<file path="config.mk">
export PLATFORM = sky130hd
export DESIGN_NAME = adder_share_ctrl
export DESIGN_NICKNAME = d
export VERILOG_FILES = /design/src/rtl/adder_share_ctrl.sv
export SDC_FILE = /design/constraint.sdc
export NUM_CORES = 1
export LEC_CHECK = 0
export BUFFER_PORTS_ARGS = -buffer_cell sky130_fd_sc_hd__buf_2
export CORE_UTILIZATION = 48
export DETAILED_ROUTE_END_ITERATION = 10
export HOLD_SLACK_MARGIN = 0.15
export PLACE_DENSITY_LB_ADDON = 0.15
export SYNTH_ARGS = -nofsm -noshare
export SYNTH_HDL_FRONTEND = slang
export SYNTH_SLANG_ARGS = --single-unit
</file>
<file path="constraint.sdc">
create_clock -name clk -period 3.8 [get_ports clk]
set_input_delay 0.19 -clock clk [delete_from_list [all_inputs] [get_ports clk]]
set_output_delay 0.19 -clock clk [all_outputs]
set_load 0.02 [all_outputs]
</file>
<file path="src/rtl/adder_share_ctrl.sv">
// ---------------------------------------------------------------------------
// adder_share_ctrl
//   Time-shares one external combinational adder between two requesters.
//   A request is accepted in IDLE (round-robin on ties), its operands are
//   latched and presented to the adder for SETTLE cycles, then the adder
//   result is captured into sum/cout and handed back with a done pulse.
//
// Ports
//   clk, rst_n            clock, asynchronous active-low reset
//   req0/req1             level requests
//   a0/a1, b0/b1          operands per requester
//   cin0/cin1             carry-in per requester
//   gnt0/gnt1             1-cycle pulse: request accepted, operands latched
//   done0/done1           1-cycle pulse: sum/cout valid for that requester
//   sum, cout             captured result, held until next capture
//   adder_a/b/cin         operands driven to the shared adder
//   adder_s, adder_cout   result returned by the shared adder
//   busy                  high while a transaction is in flight (WAIT/DONE)
// ---------------------------------------------------------------------------
module adder_share_ctrl #(
    parameter int WIDTH  = 16,
    parameter int SETTLE = 4
) (
    input  logic             clk,
    input  logic             rst_n,
    input  logic             req0,
    input  logic             req1,
    input  logic [WIDTH-1:0] a0,
    input  logic [WIDTH-1:0] a1,
    input  logic [WIDTH-1:0] b0,
    input  logic [WIDTH-1:0] b1,
    input  logic             cin0,
    input  logic             cin1,
    output logic             gnt0,
    output logic             gnt1,
    output logic             done0,
    output logic             done1,
    output logic [WIDTH-1:0] sum,
    output logic             cout,
    output logic [WIDTH-1:0] adder_a,
    output logic [WIDTH-1:0] adder_b,
    output logic             adder_cin,
    input  logic [WIDTH-1:0] adder_s,
    input  logic             adder_cout,
    output logic             busy
);

    // Counter only needs to hold SETTLE-1.
    localparam int CW = (SETTLE > 1) ? $clog2(SETTLE) : 1;

    typedef enum logic [1:0] {
        S_IDLE = 2'd0,
        S_WAIT = 2'd1,
        S_DONE = 2'd2
    } state_t;

    state_t           r_state;
    logic [CW-1:0]    r_cnt;
    logic [WIDTH-1:0] r_op_a;
    logic [WIDTH-1:0] r_op_b;
    logic             r_op_cin;
    logic             r_win;      // owner of the current transaction
    logic             r_rr;       // last served requester
    logic [1:0]       r_gnt;
    logic [1:0]       r_done;
    logic [WIDTH-1:0] r_sum;
    logic             r_cout;
    logic             r_busy;

    logic             w_any;
    logic             w_win;

    // Arbitration: sole requester wins; on a tie the one that was not
    // served last wins (r_rr resets to 1 so requester 0 takes the first tie).
    assign w_any = req0 | req1;
    assign w_win = (req0 & req1) ? ~r_rr : req1;

    always_ff @(posedge clk or negedge rst_n) begin
        if (!rst_n) begin
            r_state  <= S_IDLE;
            r_cnt    <= '0;
            r_op_a   <= '0;
            r_op_b   <= '0;
            r_op_cin <= 1'b0;
            r_win    <= 1'b0;
            r_rr     <= 1'b1;
            r_gnt    <= 2'b00;
            r_done   <= 2'b00;
            r_sum    <= '0;
            r_cout   <= 1'b0;
            r_busy   <= 1'b0;
        end else begin
            // Pulses default low; set for a single cycle below.
            r_gnt  <= 2'b00;
            r_done <= 2'b00;
            case (r_state)
                S_IDLE: begin
                    if (w_any) begin
                        r_op_a   <= w_win ? a1   : a0;
                        r_op_b   <= w_win ? b1   : b0;
                        r_op_cin <= w_win ? cin1 : cin0;
                        r_win    <= w_win;
                        r_gnt    <= w_win ? 2'b10 : 2'b01;
                        r_cnt    <= CW'(SETTLE - 1);
                        r_busy   <= 1'b1;
                        r_state  <= S_WAIT;
                    end
                end
                S_WAIT: begin
                    // Requests are ignored here; the adder inputs settle.
                    if (r_cnt == '0) begin
                        r_sum   <= adder_s;
                        r_cout  <= adder_cout;
                        r_done  <= r_win ? 2'b10 : 2'b01;
                        r_rr    <= r_win;
                        r_state <= S_DONE;
                    end else begin
                        r_cnt <= r_cnt - 1'b1;
                    end
                end
                S_DONE: begin
                    r_busy  <= 1'b0;
                    r_state <= S_IDLE;
                end
                default: begin
                    r_busy  <= 1'b0;
                    r_state <= S_IDLE;
                end
            endcase
        end
    end

    // Adder inputs come straight from the operand registers, so they stay
    // put in IDLE and do not toggle until the next accept.
    assign adder_a   = r_op_a;
    assign adder_b   = r_op_b;
    assign adder_cin = r_op_cin;

    assign gnt0  = r_gnt[0];
    assign gnt1  = r_gnt[1];
    assign done0 = r_done[0];
    assign done1 = r_done[1];
    assign sum   = r_sum;
    assign cout  = r_cout;
    assign busy  = r_busy;

endmodule

</file>
### Word level (Yosys, flattened, before mapping)

Cells that the tools add are included.

* bitwise gates (word level): 4
* reductions and logical operators: 8
* add/subtract/negate cells: 1
* muxes and demuxes: 18
* eq/ne operators: 4

Operator list (number)
* 16-bit two-way mux: 2
* 2-bit two-way mux: 10
* 2-bit case mux with 2 select lines: 2
* 2-bit AND reduction: 4
* 2-bit inequality test, second input constant: 3
* 2-bit zero test: 2
* 1-bit two-way mux: 3
* 3-bit AND reduction: 1
* 2-bit by 1-bit == test with 1-bit output, second input constant: 1
* 1-bit NOT: 2
* 1-bit case mux with 2 select lines: 1
* 2-bit nonzero test: 1
* 2-bit by 1-bit subtractor with 2-bit output, second input constant: 1
* 1-bit AND: 1
* 1-bit bitwise OR: 1

* flip-flop bits (word level): 61
* output and inout bits: 55

### Longest topological paths before layout

Gate-level depths: netlist of run 1.

* depth after elaboration: 5
* depth in mapped cells: 6
* depth with buffers taken out: 5

### Worst setup path after synthesis of run 1

Ideal clock, no wire load.

* kind: flip-flop to flip-flop
* start: register r_cnt[0]
* end: register r_sum[10], in the netlist sum[10]
* cell stages (with the launch flop): 6
* library setup time: 0.125 ns
* period minus slack after synthesis: 1.376 ns
* arrival time: 1.251 ns
* path slack: 2.424 ns
* cells stage by stage: dfrtp_1 inv_1 ha_1 nand2_2 buf_6 mux2_2

* longest elaborated chain between the ends: 2

Ends and longest elaborated chain
* from (decl): line 58 `logic [CW-1:0] r_cnt;`
* from (signal assigned): line 104 `r_cnt <= CW'(SETTLE - 1);`
* from (signal assigned): line 118 `r_cnt <= r_cnt - 1'b1;`
* 2-bit zero test: line 111 `if (r_cnt == '0) begin`
* 2-bit AND reduction (no line)
* to (signal assigned): line 112 `r_sum <= adder_s;`
* to (decl): line 66 `logic [WIDTH-1:0] r_sum;`

No other way between the ends.
A chain may end at the register's enable or synchronous reset.

### Final worst setup path of run 1

* start: register r_state[0]
* end: register r_op_a[2], in the netlist adder_a[2]

* longest elaborated chain between the ends: 2

Ends and longest elaborated chain
* from (decl): line 57 `state_t r_state;`
* from (signal assigned): line 80 `r_state <= S_IDLE;`
* from (signal assigned): line 106 `r_state <= S_WAIT;`
* from (signal assigned): line 116 `r_state <= S_DONE;`
* 2-bit zero test: line 96 `case (r_state)`
* 2-bit AND reduction (no line)
* to (signal assigned): line 99 `r_op_a <= w_win ? a1 : a0;`
* to (decl): line 59 `logic [WIDTH-1:0] r_op_a;`

No other way between the ends.

==> results of run 1 <==
==> synth_stat cells <==
cell and instances:
a211oi_1 2, a21bo_2 1, a21boi_2 1, a21o_1 1, a21oi_1 25, a221o_1 10
a31oi_1 23, and2_1 2, and2b_1 1, and3_1 11, and3_4 1, buf_2 7
buf_4 3, buf_6 4, clkbuf_1 5, dfrtp_1 60, dfstp_2 1, ha_1 2
inv_1 4, mux2_2 18, nand2_1 47, nand2_2 1, nor2_1 2, nor3_1 1
nor3b_1 1, o21ai_0 2, or2_1 1
==> area by class of cell <==
| cell class | count | area [µm²] |
|---|---|---|
| Inverter | 4 | 15.0 |
| Clock inverter | 1 | 5.00 |
| Tap cell | 70 | 87.6 |
| Fill cell | 329 | 933 |
| Multi-Input combinational cell | 153 | 962 |
| Sequential cell | 61 | 1530 |
| Timing Repair Buffer | 218 | 1470 |
| Clock buffer | 14 | 173 |
==> through the flow <==
stage               hold slack, ns  std cells  total power [mW]  worst slack (ns)  utilization (%)
detailed placement           0.264        432              2.54              1.61             64.2
floorplan                   -0.106        237              2.10              2.42                -
CTS                          0.185        521              3.31              1.17             82.0
finish                       0.192        521              3.35              1.09             82.0
global placement             0.254        432              2.50              1.68             64.2
global route                 0.184        521              3.55             0.874             82.0
==> worst max-delay path: cells and delay by family, from the launching register on <==
family | cells | cell delay (ns)
AND/OR/NAND/NOR | 2 | 1.34
buffers and inverters | 1 | 0.63
flip-flops | 1 | 0.42
AO/OA/AOI/OAI | 1 | 0.22
==> report_power, final <==
| part | switching (mW) | total (mW) | internal, mW |
|---|---|---|---|
| clock | 0.224 | 0.510 | 0.286 |
| combinational | 0.917 | 1.69 | 0.772 |
| sequential | 0.174 | 1.15 | 0.972 |
==> metal layers <==
layer,part of all wire [%],wire [µm],vias to the layer above
met5,0,0,-
met4,3.4,259,0
met3,6.9,531,28
met2,50,3840,143
met1,40,3030,1268
li1,-,-,1262
==> registers in the layout, indices dropped and copies added (netlist names) <==
signal / cells
adder_a: 16
adder_b: 16
sum: 16
r_cnt: 2
r_done: 2
r_gnt: 2
r_state: 2
adder_cin: 1
busy: 1
cout: 1
r_rr: 1
r_win: 1
==> cells in the final DEF, fill, tap and decap left out, drive strengths merged <==
cell type,count
a211oi,2
a21bo,1
a21boi,1
a21o,1
a21oi,25
a221o,10
a31oi,23
and2,2
and2b,1
and3,12
buf,144
clkbuf,14
clkinv,1
dfrtp,60
dfstp,1
dlygate4sd3,74
ha,2
inv,4
mux2,18
nand2,48
nor2,2
nor3,1
nor3b,1
o21ai,2
or2,1
==> worst max path at each step <==
stage | from | to | slack (ns)
floorplan | r_cnt[0] | sum[10] | 2.42
global placement | r_state[0] | adder_a[8] | 1.68
detailed placement | r_state[0] | adder_a[10] | 1.61
CTS | r_state[0] | adder_b[10] | 1.17
global route | r_state[1] | adder_a[2] | 0.87
finish | r_state[0] | adder_a[2] | 1.09
==> cells by family (layout without fill, tap and decap cells) <==
family	after synthesis	after routing	synth area share [%]
and+or+nand+nor	68	68	11.8
adders and majority gates	2	2	0.954
muxes	18	18	7.73
buffers and inverters	23	237	5.20
AOI/OAI and AO/OA	65	65	16.1
DFF	61	61	58.2
==> repair_timing <==
action	4_1_cts	5_1_grt
hold buffers	74	0
buffers inserted	0	0
endpoints found under the hold margin	80	0
resized for setup	0	0
==> impl_results.md, run 1 <==
* Global routing's busiest layer: met2
* Fin Setup TNS at 0 ns
* Met3 GRT Util at 7.35%
* Die Width at 75.9 µm
* Hold path startpoint: a1[12]
* Worst Setup Start Kind: register
* Synthesized area per cell at 11.1 µm²
* Placed Instance Area at 0.00332 mm²
* Critical path arrival at 2.92 ns
* Cts bufs inserted at 9
* Slowest cell delay on critical path at 0.76 ns
* Hpwl dp at 4370 µm
* Synth Register Bits at 61
* Initial drt markers at 155
* Clk sinks at 61
* Post-synthesis cell count at 237
* Cell row count at 26
* Routed WL at 7670 µm
* Worst path required time at 4.01 ns
* Ant. Diodes at 0
* Hold WC Path Type: primary input to register
* Final hold vios at 0
* Hold worst-path end: adder_a[12]
* Total gr overflow at 0
* Largest net degree at the start of global routing at 32
* Die area at 0.00577 mm²
* Reg2Reg Depth at 4
* Synth warn at 0
* Relative slew slack at 38.3%
* Clock Tree Root: clkbuf_8
* Top cells by area, synth: dfrtp_1 57%, mux2_2 7.7%, nand2_1 6.7%
* Net count after synthesis at 326
* Clk_lat worst skew at 0.33 ns
* Final instance area at 0.00424 mm²
* Worst r2r src: r_state[0]
* H-tree Lvls at 3
* Layout cells sized above 1 at 40.1%
* GRT Util Overall at 28.0%
* First-pass GRT wire length at 12500 µm
* Worst setup EP type: register
* Router iterations before antenna repair at 5
* # Max-Cap Violations at 0
* Met1 usage at 32.5%
* Antenna violations before repair at 0
* Critical setup path kind: register to register
* Final ANT Viol Nets at 0
* Vias in the first global route at 2753
* Status: finished clean
* M2 GR Usage at 48.1%
* Worst slew pin tran at 0.926 ns
* Reg2reg setup slack at 1.09 ns
* Fmax at 0.369 GHz
* Min Clock Period, post-route at 2.71 ns
* Initial Util at 50.7%
* Vias per cell at 5.18
* Crit path cell chain: nor2_2 > and2_1 > a31oi_1 > dlygate4sd3_1
* Sequential fraction of the synthesis area at 58.2%
* DIE HEIGHT at 75.9 µm
* Lkg Pwr at 2.11 nW
* Area of the mapped netlist at 0.00262 mm²
* Worst Path Max Fanout at 23
* Setup violations, final at 0
* RSZ-0062 raised after global routing: false
* WL/cell at 14.7 µm
* Gpl congestion at 0.797
* Nets at 536
* Core footprint at 0.00517 mm²
* Ports at 142
* Count of unique library cells instantiated by Yosys at 27
* Synth-to-layout area growth at 61.6%
* PwrDens at 789 mW/mm²
* Worst-path clk slew at 0.06 ns
* Maximum vdd ir drop at 528 µV
* CTS tree: built
* Hold Crit Depth at 3
* CP max stage cell: and2_1
* R2R Path End: adder_a[2]
* Top cell type's share of synthesized area at 57.2%
* DR DRC count at 0
* Ratio of final minimum period to clock period at 71.4%
* DR vias at 2701
* Final clock skew at 0.00697 ns
* Port-buffer cells at 141
* Clock buffer depth at 2
* Largest area contributor in the netlist: dfrtp_1
* Final slew viol count at 0
Power figures use the tool's default switching activity.
==> run 2, diff against run 1 <==
--- a/config.mk
+++ b/config.mk
@@ -5,8 +5,9 @@
 export SDC_FILE = /design/constraint.sdc
 export NUM_CORES = 1
 export LEC_CHECK = 0
+export ABC_AREA = 1
 export BUFFER_PORTS_ARGS = -buffer_cell sky130_fd_sc_hd__buf_2
-export CORE_UTILIZATION = 48
+export CORE_UTILIZATION = 46
 export DETAILED_ROUTE_END_ITERATION = 10
 export HOLD_SLACK_MARGIN = 0.15
 export PLACE_DENSITY_LB_ADDON = 0.15
==> constraint.sdc (replaced) <==
create_clock -name clk -period 2.8 [get_ports clk]
set_input_delay 0.14 -clock clk [delete_from_list [all_inputs] [get_ports clk]]
set_output_delay 0.14 -clock clk [all_outputs]
set_load 0.02 [all_outputs]
==> impl_results.md, run 2 <==
* Worst-path clk slew at 0.07 ns
* Initial Util at 48.7%
* WL/cell at 13.1 µm
* Core footprint at 0.00606 mm²
* Post-CTS sizing at 0
* Ant. Diodes at 0
* Reg2reg setup slack at 0.25 ns
* Port-buffer cells at 141
* Critical path arrival at 2.83 ns
* Hpwl dp at 5050 µm
* Worst r2r src: r_rr
* Worst setup path startpoint: r_rr
* Reg area at 0.00153 mm²
* Total gr overflow at 0
* Area of the mapped netlist at 0.00295 mm²
* Sequential fraction of the synthesis area at 51.8%
* Final slew viol count at 0
* Clk sinks at 61
* Footprint of the multi-input gates at 0.00117 mm²
* Vias per cell at 4.91
* Count leader, synth: nand2_1
* Main synth FF type: dfrtp_1
* CTS tree: built
* Worst path required time at 3.08 ns
* DIE HEIGHT at 82.1 µm
* Clock buffer depth at 2
* Worst setup EP type: register
* Ratio of final minimum period to clock period at 91.0%
* Status: finished clean
* Clk_lat worst skew at 0.34 ns
* DR vias at 3312
* Hold WC Path Type: register to register
* Fmax at 0.392 GHz
* Final hold vios at 0
* Final instance area at 0.00472 mm²
* Gpl congestion at 0.739
* Count of unique library cells instantiated by Yosys at 20
* Routed WL at 8860 µm
* Worst slew pin tran at 0.791 ns
* Initial drt markers at 165
* Hold slack final at 0.446 ns
* Setup violations, final at 0
* Worst Setup Start Kind: register
* PwrDens at 1010 mW/mm²
* Commonest cells in the netlist: 168 x nand2_1, 60 x dfrtp_1, 52 x nand3_1
* Router iterations before antenna repair at 5
* Most frequent cells in the layout: 168 x nand2_1, 141 x buf_2, 84 x dlygate4sd3_1
* Final ANT Viol Nets at 0
* Placed Instance Area at 0.00366 mm²
* Die Width at 82.1 µm
* Synth-to-layout area growth at 60.0%
* DR DRC count at 0
* Commonest non-fill, non-tap cell in the layout: nand2_1
* Maximum vdd ir drop at 694 µV
* Min Clock Period, post-route at 2.55 ns
* Post-CTS Setup Bufs at 0
* Final clock skew at 0.00468 ns
* Post-synthesis cell count at 376
* Synth Register Bits at 61
* # Max-Cap Violations at 0
* Final Core Density at 77.9%
* Ports at 142
* Cell row count at 28
* H-tree Lvls at 3
* Fin Setup TNS at 0 ns
* Antenna violations before repair at 0
* Clock Tree Root: clkbuf_8
* First-pass GRT wire length at 14200 µm
* Synth warn at 0
* EDFF count, synth at 0
* Relative slew slack at 47.1%
* Critical setup path kind: register to register
* Lkg Pwr at 2.65 nW
* Largest net degree at the start of global routing at 62
* Power after layout at 4.75 mW
* Top cells by area, synth: dfrtp_1 51%, nand2_1 21%, nand3_1 8.8%
* Synthesized area per cell at 7.85 µm²
* Hold path startpoint: r_win
* Die area at 0.00674 mm²
* Layout cells sized above 1 at 27.9%
* Largest area contributor in the netlist: dfrtp_1
* GRT Util Overall at 28.1%
* Cts bufs inserted at 9
* Nets at 683
* Worst Path Max Fanout at 35
* Net count after synthesis at 465
* RSZ-0062 raised after global routing: false
* Fillers at 458
* Share of synthesized registers carrying an async set or reset at 100%
* Vias in the first global route at 3315
* Top cell type's share of synthesized area at 50.9%
-- run 2: final timing paths --
| path | endpoint | cells after the start |
|---|---|---|
| min in group asynchronous | sum[12] | 3 |
| worst max-delay path | adder_a[12] | 7 |
| worst min-delay path | r_done[0] | 1 |
| worst max register to register | adder_a[12] | 7 |
| worst min register to register | r_done[0] | 1 |
| max in group asynchronous | adder_b[3] | 3 |
-- run 2: cell families (layout without fill, tap and decap cells) --
kind of cell	after synthesis	count (layout)	synth area share, %
adders and majority gates	2	2	0.848
buffers and inverters	56	279	8.65
DFF	61	61	51.8
and+or+nand+nor	253	253	37.9
AOI/OAI and AO/OA	4	4	0.890
-- run 2: worst max-delay path, stage by stage (launching register included) --
cell and delay (ns):
dfstp_2 0.54, nand2_2 0.36, nand2_2 0.65, nand2_1 0.11, nand2_1 0.10, dlygate4sd3_1 0.57, nand2_1 0.06, nand2_1 0.09
-- run 2: power by group --
| part | switching [mW] | internal, mW |
|---|---|---|
| logic | 1.46 | 0.866 |
| registers | 0.229 | 1.31 |
| clock network | 0.336 | 0.547 |
| total | 2.02 | 2.73 |
-- run 2: final cells by class --
type	instances	share of cell area (%)
Clock buffer	12	3.28
Clock inverter	4	1.48
Inverter	33	2.62
Multi-Input combinational cell	259	24.7
Sequential cell	61	32.3
Tap cell	75	1.99
Timing Repair Buffer	230	33.5
-- run 2: metrics by stage --
stage | setup WS [ns] | instances
floorplan | 1.54 | 376
global placement | 0.816 | 574
detailed placement | 0.809 | 574
CTS | 0.272 | 674
global route | 0.0321 | 674
finish | 0.251 | 674
-- run 2: per-layer routing --
| layer | part of all wire (%) | vias to the layer above | track usage, % | wire length (µm) |
|---|---|---|---|---|
| met4 | 2.3 | 0 | 13.9 | 208 |
| met5 | 0 | - | 0 | 0 |
| met1 | 40 | 1548 | 32.0 | 3580 |
| met2 | 50 | 142 | 49.1 | 4460 |
| met3 | 6.9 | 22 | 6.59 | 612 |
| li1 | - | 1600 | - | - |
-- run 2: repair_timing --
| action | CTS | global route |
|---|---|---|
| hold buffers | 84 | 0 |
| endpoints found under the setup margin | 0 | 0 |
| hold endpoints to repair | 110 | 0 |
